<file path="src/rtl/usb_pkg.sv">
// rtl/usb_pkg.sv - shared word/FIFO defaults and FSM state encoding for the USB deserialiser path
package usb_pkg;

  localparam int USB_DATA_W     = 24;
  localparam int USB_FIFO_DEPTH = 2;

  typedef enum logic [1:0] {
    ST_IDLE  = 2'd0,
    ST_SHIFT = 2'd1,
    ST_STALL = 2'd2
  } usb_state_e;

endpackage

</file>
<file path="src/rtl/usb_rx_fifo.sv">
// rtl/usb_rx_fifo.sv - small synchronous FIFO for assembled words, push and pop allowed together when full
module usb_rx_fifo #(
  parameter int W     = 24,
  parameter int DEPTH = 2
) (
  input  logic         clk,
  input  logic         rst_n,
  input  logic         push,
  input  logic [W-1:0] push_data,
  input  logic         pop,
  output logic [W-1:0] pop_data,
  output logic         full,
  output logic         empty
);

  localparam int PW = (DEPTH > 1) ? $clog2(DEPTH) : 1;
  localparam int CW = $clog2(DEPTH + 1);

  logic [W-1:0]  mem [DEPTH];
  logic [PW-1:0] wr_ptr;
  logic [PW-1:0] rd_ptr;
  logic [CW-1:0] count;
  logic          do_push;
  logic          do_pop;

  assign full     = (count == CW'(DEPTH));
  assign empty    = (count == '0);
  assign do_pop   = pop & ~empty;
  assign do_push  = push & (~full | do_pop);
  assign pop_data = mem[rd_ptr];

  // Explicit wrap so non power-of-two depths still cycle correctly.
  function automatic logic [PW-1:0] ptr_inc(input logic [PW-1:0] p);
    return (p == PW'(DEPTH - 1)) ? '0 : p + 1'b1;
  endfunction

  always_ff @(posedge clk) begin
    if (!rst_n) begin
      for (int i = 0; i < DEPTH; i++) mem[i] <= '0;
      wr_ptr <= '0;
      rd_ptr <= '0;
      count  <= '0;
    end else begin
      if (do_push) begin
        mem[wr_ptr] <= push_data;
        wr_ptr      <= ptr_inc(wr_ptr);
      end
      if (do_pop) rd_ptr <= ptr_inc(rd_ptr);
      case ({do_push, do_pop})
        2'b10:   count <= count + 1'b1;
        2'b01:   count <= count - 1'b1;
        default: count <= count;
      endcase
    end
  end

endmodule

</file>
<file path="src/rtl/usb_input.sv">
// rtl/usb_input.sv - serial-to-parallel pixel word assembler with stall, resync and overrun detection
module usb_input
  import usb_pkg::*;
#(
  parameter int DATA_W     = USB_DATA_W,
  parameter int FIFO_DEPTH = USB_FIFO_DEPTH
) (
  input  logic              clk,
  input  logic              rst_n,
  input  logic              usb_data_in,
  input  logic              usb_bit_valid,
  input  logic              usb_sof,
  output logic              usb_ready,
  output logic [DATA_W-1:0] data_out,
  output logic              data_valid,
  input  logic              data_ready,
  output logic              overrun
);

  localparam int CNT_W = $clog2(DATA_W + 1);

  usb_state_e        state;
  logic [CNT_W-1:0]  count;
  logic [DATA_W-1:0] sr;
  logic [DATA_W-1:0] sr_shift;
  logic [DATA_W-1:0] push_data;
  logic              accept;
  logic              pop;
  logic              push;
  logic              fifo_full;
  logic              fifo_empty;
  logic              can_push;
  logic              last_bit;

  assign accept     = usb_bit_valid & usb_ready;
  assign data_valid = ~fifo_empty;
  assign pop        = data_valid & data_ready;
  assign can_push   = ~fifo_full | pop;
  assign sr_shift   = {sr[DATA_W-2:0], usb_data_in};
  assign last_bit   = accept & ~usb_sof & (state != ST_STALL) & (count == CNT_W'(DATA_W - 1));

  // A word enters the FIFO either straight off its final bit or from the STALL holding register.
  assign push      = (last_bit & can_push) | ((state == ST_STALL) & pop);
  assign push_data = (state == ST_STALL) ? sr : sr_shift;

  usb_rx_fifo #(
    .W     (DATA_W),
    .DEPTH (FIFO_DEPTH)
  ) u_fifo (
    .clk       (clk),
    .rst_n     (rst_n),
    .push      (push),
    .push_data (push_data),
    .pop       (pop),
    .pop_data  (data_out),
    .full      (fifo_full),
    .empty     (fifo_empty)
  );

  always_ff @(posedge clk) begin
    if (!rst_n) begin
      state     <= ST_IDLE;
      count     <= '0;
      sr        <= '0;
      usb_ready <= 1'b0;
      overrun   <= 1'b0;
    end else begin
      if (usb_bit_valid && !usb_ready) overrun <= 1'b1;
      case (state)
        ST_IDLE, ST_SHIFT: begin
          usb_ready <= 1'b1;
          if (usb_sof) begin
            // Resync: the strobing bit, if taken, is the MSB of a fresh word.
            if (accept) begin
              sr    <= DATA_W'(usb_data_in);
              count <= CNT_W'(1);
              state <= ST_SHIFT;
            end else begin
              sr    <= '0;
              count <= '0;
              state <= ST_IDLE;
            end
          end else if (accept) begin
            sr <= sr_shift;
            if (count == CNT_W'(DATA_W - 1)) begin
              if (can_push) begin
                count <= '0;
                state <= ST_IDLE;
              end else begin
                count     <= CNT_W'(DATA_W);
                state     <= ST_STALL;
                usb_ready <= 1'b0;
              end
            end else begin
              count <= count + 1'b1;
              state <= ST_SHIFT;
            end
          end
        end
        ST_STALL: begin
          if (pop) begin
            count     <= '0;
            state     <= ST_IDLE;
            usb_ready <= 1'b1;
          end else begin
            usb_ready <= 1'b0;
          end
        end
        default: begin
          count     <= '0;
          state     <= ST_IDLE;
          usb_ready <= 1'b1;
        end
      endcase
    end
  end

endmodule

</file>
<file path="config.mk">
export PLATFORM = sky130hd
export DESIGN_NAME = usb_input
export DESIGN_NICKNAME = d
export VERILOG_FILES = /design/src/rtl/usb_pkg.sv /design/src/rtl/usb_rx_fifo.sv /design/src/rtl/usb_input.sv
export SDC_FILE = /design/constraint.sdc
export NUM_CORES = 1
export LEC_CHECK = 0
export CELL_PAD_IN_SITES_DETAIL_PLACEMENT = 0
export CELL_PAD_IN_SITES_GLOBAL_PLACEMENT = 1
export CORE_MARGIN = 1.5
export CORE_UTILIZATION = 51
export CTS_CLUSTER_SIZE = 40
export DETAILED_ROUTE_END_ITERATION = 16
export GPL_ROUTABILITY_DRIVEN = 1
export PLACE_DENSITY_LB_ADDON = 0.15
export SYNTH_ARGS = -nofsm -noshare
export SYNTH_HDL_FRONTEND = slang
export SYNTH_HIERARCHICAL = 1
export SYNTH_SLANG_ARGS = --single-unit
</file>
<file path="constraint.sdc">
create_clock -name clk -period 6.8 [get_ports clk]
set_input_delay 1.02 -clock clk [delete_from_list [all_inputs] [get_ports clk]]
set_output_delay 1.02 -clock clk [all_outputs]
set_load 0.1 [all_outputs]
</file>
==> results.sh, run 1 <==
export IMPL_cts_resized=0
export IMPL_fillCellCount=663
export IMPL_synth_ff_type="edfxtp_1"
export IMPL_power_density_nw_per_um2=227.3
export IMPL_io_buffers=32
export IMPL_reg2reg_setup_slack_ps=3630
export IMPL_fmax_mhz=256.9
export IMPL_start_util=0.5214
export IMPL_slew_headroom=0.2321
export IMPL_p_leak_nw=1.589
export IMPL_cp_start_kind="flip-flop"
export IMPL_first_pass_iters=4
export IMPL_cts_hold_fix_buffers=0
export IMPL_root_buffer="clkbuf_8"
export IMPL_hold_viol=0
export IMPL_die_w_um=91.43
export IMPL_rsz0062_at_grt="false"
export IMPL_grtUsageTotal=0.1684
export IMPL_drt_total_wl_mm=6.647
export IMPL_min_path_cells=2
export IMPL_wl_per_cell_um=14.64
export IMPL_maxCapViolCount=0
export IMPL_place_area_um2=4268
export IMPL_grt_pass1_vias=2289
export IMPL_grt_pass1_wl_mm=10.87
export IMPL_multiInputGateArea_um2=1592
export IMPL_reg2regPathDepth=4
export IMPL_placed_cells=438
export IMPL_async_flop_share=0
export IMPL_ys_seq_elements=86
export IMPL_grt_max_degree=32
export IMPL_antenna_left=0
export IMPL_holdCritPathClass="reg2reg"
export IMPL_fin_skew_ps=9.992
export IMPL_syn_area_um2=3988
export IMPL_worstMarginPinSlew_ps=1152
export IMPL_clockBufferDepth=2
export IMPL_grt_overflow_total=0
export IMPL_finalInstanceArea_um2=4461
export IMPL_status="finished, final reports clean"
export IMPL_nets=355
export IMPL_crit_arrival_ps=2870
export IMPL_yosys_warnings=6
export IMPL_critical_path_class="reg2out"
export IMPL_clock_sinks=86
export IMPL_num_vias=2426
export IMPL_cp_required_ps=5780
export IMPL_netlist_instances=323
export IMPL_setup_viol=0
export IMPL_die_area_um2=8359
export IMPL_crit_fanout=24
export IMPL_cts_tree="yes"
export IMPL_antennaDiodeCount=0
export IMPL_final_cells=454
export IMPL_period_minus_slack_ps=3893
export IMPL_synth_edf_count=48
export IMPL_die_h_um=91.43
export IMPL_viasPerCell=5.344
export IMPL_yosys_cell_types_count=44
export IMPL_areaGrowthSynthToFinish_pct=11.86
export IMPL_core_area_um2=7647
export IMPL_fin_tns_setup_ps=0
export IMPL_finalWeightedCongestion=0.7343
export IMPL_yosysSeqAreaShare=0.5522
export IMPL_numCtsBuffers=9
export IMPL_first_iter_violations=145
export IMPL_drc=0
export IMPL_ir_drop_mv=0.1034
export IMPL_pin_count=33
export IMPL_rows=32
export IMPL_drive_gt1_frac=0.1932
export IMPL_cts_setup_buffers=0
export IMPL_fin_crit_sh=0.5725
export IMPL_antenna_found_initial=0
export IMPL_seq_area_um2=2202
export IMPL_insertion_delay_ps=350
export IMPL_cp_end_kind="output port"
export IMPL_synthesis_nets=331
export IMPL_postSynthAreaPerCell_um2=12.35
export IMPL_htreeDepth=3
export IMPL_post_dp_hpwl_mm=4.046
export IMPL_clkTransAtPathRegs_ps=80
export IMPL_maxSlewViolCount=0
[per-layer routing]
| layer | global-route usage | up-vias | wire length [um] |
|---|---|---|---|
| li1 | - | 1209 | - |
| met5 | 0 | - | 0 |
| met1 | 0.2089 | 1177 | 3168 |
| met2 | 0.2861 | 34 | 3221 |
| met3 | 0.03518 | 6 | 184 |
| met4 | 0.06641 | 0 | 72 |
[through the flow]
| step | total power [W] | hold WS, ps | setup slack [ps] | utilization |
|---|---|---|---|---|
| floorplan | 0.0006675 | 430.9 | 2887 | - |
| global placement | 0.0006894 | 457.3 | 2960 | 0.5581 |
| detailed placement | 0.0006904 | 462.3 | 2912 | 0.5581 |
| CTS | 0.001024 | 483.5 | 2833 | 0.5833 |
| global route | 0.001047 | 495.7 | 2781 | 0.5833 |
| finish | 0.001014 | 486.3 | 2907 | 0.5833 |
[kinds of logic (layout without fill, tap and decap cells)]
group | count (synthesis) | in the layout | synth area share
and+or+nand+nor | 112 | 112 | 0.1666
DFF | 86 | 86 | 0.5522
muxes | 48 | 48 | 0.1356
AOI/OAI and AO/OA | 47 | 47 | 0.08315
buffers and inverters | 25 | 54 | 0.04957
xor gates and xnor gates | 3 | 3 | 0.006590
adders and majority gates | 2 | 2 | 0.006274
[final cells by class]
class,count,area share
Clock inverter,5,0.009257
Timing Repair Buffer,33,0.07349
Inverter,5,0.004208
Tap cell,102,0.02861
Clock buffer,11,0.03394
Multi-Input combinational cell,212,0.3568
Sequential cell,86,0.4937
[critical path: stages (launching register included)]
cell	delay, ps
dfxtp_1	1060
mux2_2	340
clkdlybuf4s50_1	1130
[state kept, by name, summed over array words and instances, names as in the netlist, named ones only]
signal / flops
count: 5
overrun: 1
sr: 24
state: 2
u_fifo/count: 2
u_fifo/mem: 48
u_fifo/rd_ptr: 1
u_fifo/wr_ptr: 1
usb_ready: 1
[synthesized netlist by cell type, types with 3 or more instances]
library cell | instances | area, um2
nand2_1 | 4 | 15.01
nor2_1 | 29 | 108.9
a22oi_1 | 24 | 180.2
nand2b_1 | 3 | 18.77
a21oi_1 | 5 | 25.02
nor2b_1 | 5 | 31.28
nand3_1 | 5 | 25.02
xnor2_1 | 3 | 26.28
dfxtp_1 | 38 | 760.7
o21ai_0 | 6 | 30.03
clkbuf_1 | 4 | 15.01
edfxtp_1 | 48 | 1441
mux2_2 | 40 | 450.4
and2_4 | 3 | 26.28
inv_1 | 4 | 15.01
mux2_1 | 8 | 90.09
and2_1 | 48 | 300.3
buf_6 | 13 | 146.4
[worst paths after layout]
check	endpoint	startpoint
worst max-delay path	data_out[4]	flip-flop
worst min-delay path	overrun	overrun
worst min register to register	overrun	overrun
worst max register to register	u_fifo/mem[1][2]	state[1]
[layout by cell type (no fill, tap or decap), types with 5 or more instances in the layout]
master	instances
a21oi_1	5
a22oi_1	24
and2_1	48
clkbuf_8	11
clkdlybuf4s50_1	32
dfxtp_1	38
edfxtp_1	48
mux2_1	8
mux2_2	40
nand3_1	5
nor2_1	29
nor2b_1	5
o21ai_0	5
[report_power, final]
group,internal (W),switching [W]
Combinational,0.0000255,0.0000841
Clock,0.000155,0.000181
Sequential,0.000563,0.00000497
Total,0.000743,0.000270
No activity file was read; power rests on OpenSTA's default activity.
==> run 2: changes to the inputs <==
- CORE_UTILIZATION: 51 -> 42
- clock period: 6.8 -> 3.21 ns (I/O delays scaled with it)
==> run 2 against run 1 <==
Effect of this change:
- critical endpoint is now u_fifo/mem[1][20]
- largest cell class unchanged
- clock-buffer cell count shrank 2
- highest routed layer unchanged
- sequential share of layout area is 0.59 points lower
- wire length rose by 4.4%
==> results.sh, run 2 (same netlist as run 1, synthesis figures left out) <==
export IMPL_start_util=0.4316
export IMPL_crit_fanout=25
export IMPL_grt_pass1_vias=2429
export IMPL_pin_count=33
export IMPL_insertion_delay_ps=340
export IMPL_rsz0062_at_grt="false"
export IMPL_mostFrequentLayoutCells="48 x and2_1, 48 x edfxtp_1, 40 x mux2_2"
export IMPL_cp_required_ps=3260
export IMPL_crit_arrival_ps=2420
export IMPL_grt_overflow_total=0
export IMPL_io_buffers=32
export IMPL_cts_tree="yes"
export IMPL_maxSlewViolCount=0
export IMPL_die_h_um=100.4
export IMPL_largest_register_ffs=48
export IMPL_cp_start_kind="flip-flop"
export IMPL_holdCritPathClass="reg2reg"
export IMPL_drc=0
export IMPL_nets=361
export IMPL_fin_tns_setup_ps=0
export IMPL_fin_skew_ps=4.599
export IMPL_ir_drop_mv=0.1988
export IMPL_slew_headroom=0.3520
export IMPL_rows=35
export IMPL_core_area_um2=9240
export IMPL_max_stage_delay_ps=380
export IMPL_wl_per_cell_um=14.25
export IMPL_grt_max_degree=27
export IMPL_holdWs_ps=467.2
export IMPL_antenna_left=0
export IMPL_maxCapViolCount=0
export IMPL_cp_end_kind="flip-flop"
export IMPL_clockBufferDepth=2
export IMPL_p_int_w=0.001684
export IMPL_status="finished, final reports clean"
export IMPL_numCtsBuffers=9
export IMPL_finalWeightedCongestion=0.7981
export IMPL_regMostFlops="u_fifo/mem"
export IMPL_antennaDiodeCount=0
export IMPL_reg2reg_setup_slack_ps=840
export IMPL_largest_registers="u_fifo/mem: 48 flops, sr: 24 flops, count: 5 flops"
export IMPL_p_switching_w=0.0005752
export IMPL_root_buffer="clkbuf_8"
export IMPL_grtUsageTotal=0.1530
export IMPL_clkTransAtPathRegs_ps=80
export IMPL_num_vias=2408
export IMPL_p_leak_nw=1.660
export IMPL_drive_gt1_frac=0.2765
export IMPL_setup_viol=0
export IMPL_worstMarginPinSlew_ps=969.0
export IMPL_first_pass_iters=4
export IMPL_critical_path_class="reg2reg"
export IMPL_cts_setup_buffers=0
export IMPL_htreeDepth=3
export IMPL_cts_hold_fix_buffers=0
export IMPL_post_dp_hpwl_mm=4.362
export IMPL_cts_resized=0
export IMPL_antenna_found_initial=0
export IMPL_die_w_um=100.4
export IMPL_drt_total_wl_mm=6.941
export IMPL_die_area_um2=10090
export IMPL_grt_pass1_wl_mm=11.96
export IMPL_power_density_nw_per_um2=500.5
export IMPL_fin_crit_sh=0.7396
export IMPL_place_area_um2=4294
export IMPL_crit_slowest_cell="and4_4"
export IMPL_first_iter_violations=72
export IMPL_clock_sinks=86
export IMPL_power_frac_clock=0.365
export IMPL_finalInstanceArea_um2=4514
export IMPL_combPwrFrac=0.103
export IMPL_hold_viol=0
export IMPL_fmax_mhz=421.2
export IMPL_power_frac_seq=0.532
export IMPL_viasPerCell=4.945
export IMPL_path_cells="ha_1 -> nand4b_1 -> nor3_1 -> o21a_1 -> and4_4 -> nand2b_1 -> buf_12"
export IMPL_fillCellCount=871
export IMPL_areaGrowthSynthToFinish_pct=13.21
export IMPL_period_minus_slack_ps=2374
export IMPL_switching_share=0.2546
## run 2: changes by cell type in the layout (fill, tap and decap cells not counted)
cell             delta
buf_4              +31
clkdlybuf4s50_1    -26
bufinv_16           +2
clkbuf_8            -2
buf_12              +1
clkinv_1            +1
clkinv_4            -1
## run 2: metal layers
| metal | track usage | vias to the layer above | wire length [um] |
|---|---|---|---|
| met1 | 0.2074 | 1144 | 3437 |
| met3 | 0.02577 | 8 | 246 |
| met4 | 0.05850 | 0 | 104 |
| li1 | - | 1218 | - |
| met5 | 0 | - | 0 |
| met2 | 0.2465 | 38 | 3152 |
## run 2: final timing paths
path,to,cells after the start,start
setup / recovery,u_fifo/mem[1][20],7,count[0]
hold / removal,overrun,2,overrun
setup reg to reg,u_fifo/mem[1][20],7,count[0]
hold reg to reg,overrun,2,overrun
## run 2: power by group through the flow
stage               clock, W  combinational [W]  sequential, W
finish              0.000825           0.000233        0.00120
global route        0.000895           0.000244        0.00121
CTS                 0.000855           0.000235        0.00120
detailed placement         0           0.000234        0.00123
global placement           0           0.000234        0.00123
floorplan                  0           0.000178        0.00124
## run 2: metrics by stage
| step | cells | setup WS [ps] | utilization | power (W) |
|---|---|---|---|---|
| after floorplan | 323 | 271.8 | - | 0.001414 |
| after global placement | 471 | 553.4 | 0.4647 | 0.001462 |
| after detailed placement | 471 | 530.8 | 0.4647 | 0.001462 |
| after CTS | 487 | 839.3 | 0.4886 | 0.002292 |
| after global routing | 487 | 631.5 | 0.4886 | 0.002345 |
| final | 487 | 835.9 | 0.4886 | 0.002259 |
## run 2: critical path: cells and delay by family, from the launching register on
family,cells,cell delay (ps)
adders and majority gates,1,230
buffers and inverters,1,200
DFF,1,370
and+or+nand+nor,4,1080
AOI/OAI and AO/OA,1,200
## run 2: final cells by class
cell class                      count  area [um2]  area share
Clock inverter                      7       96.34     0.02134
Multi-Input combinational cell    212        1592      0.3526
Tap cell                          129       161.4     0.03575
Timing Repair Buffer               39       320.3     0.07095
Clock buffer                        9       123.9     0.02744
Sequential cell                    86        2202      0.4878
Inverter                            5       18.77    0.004157
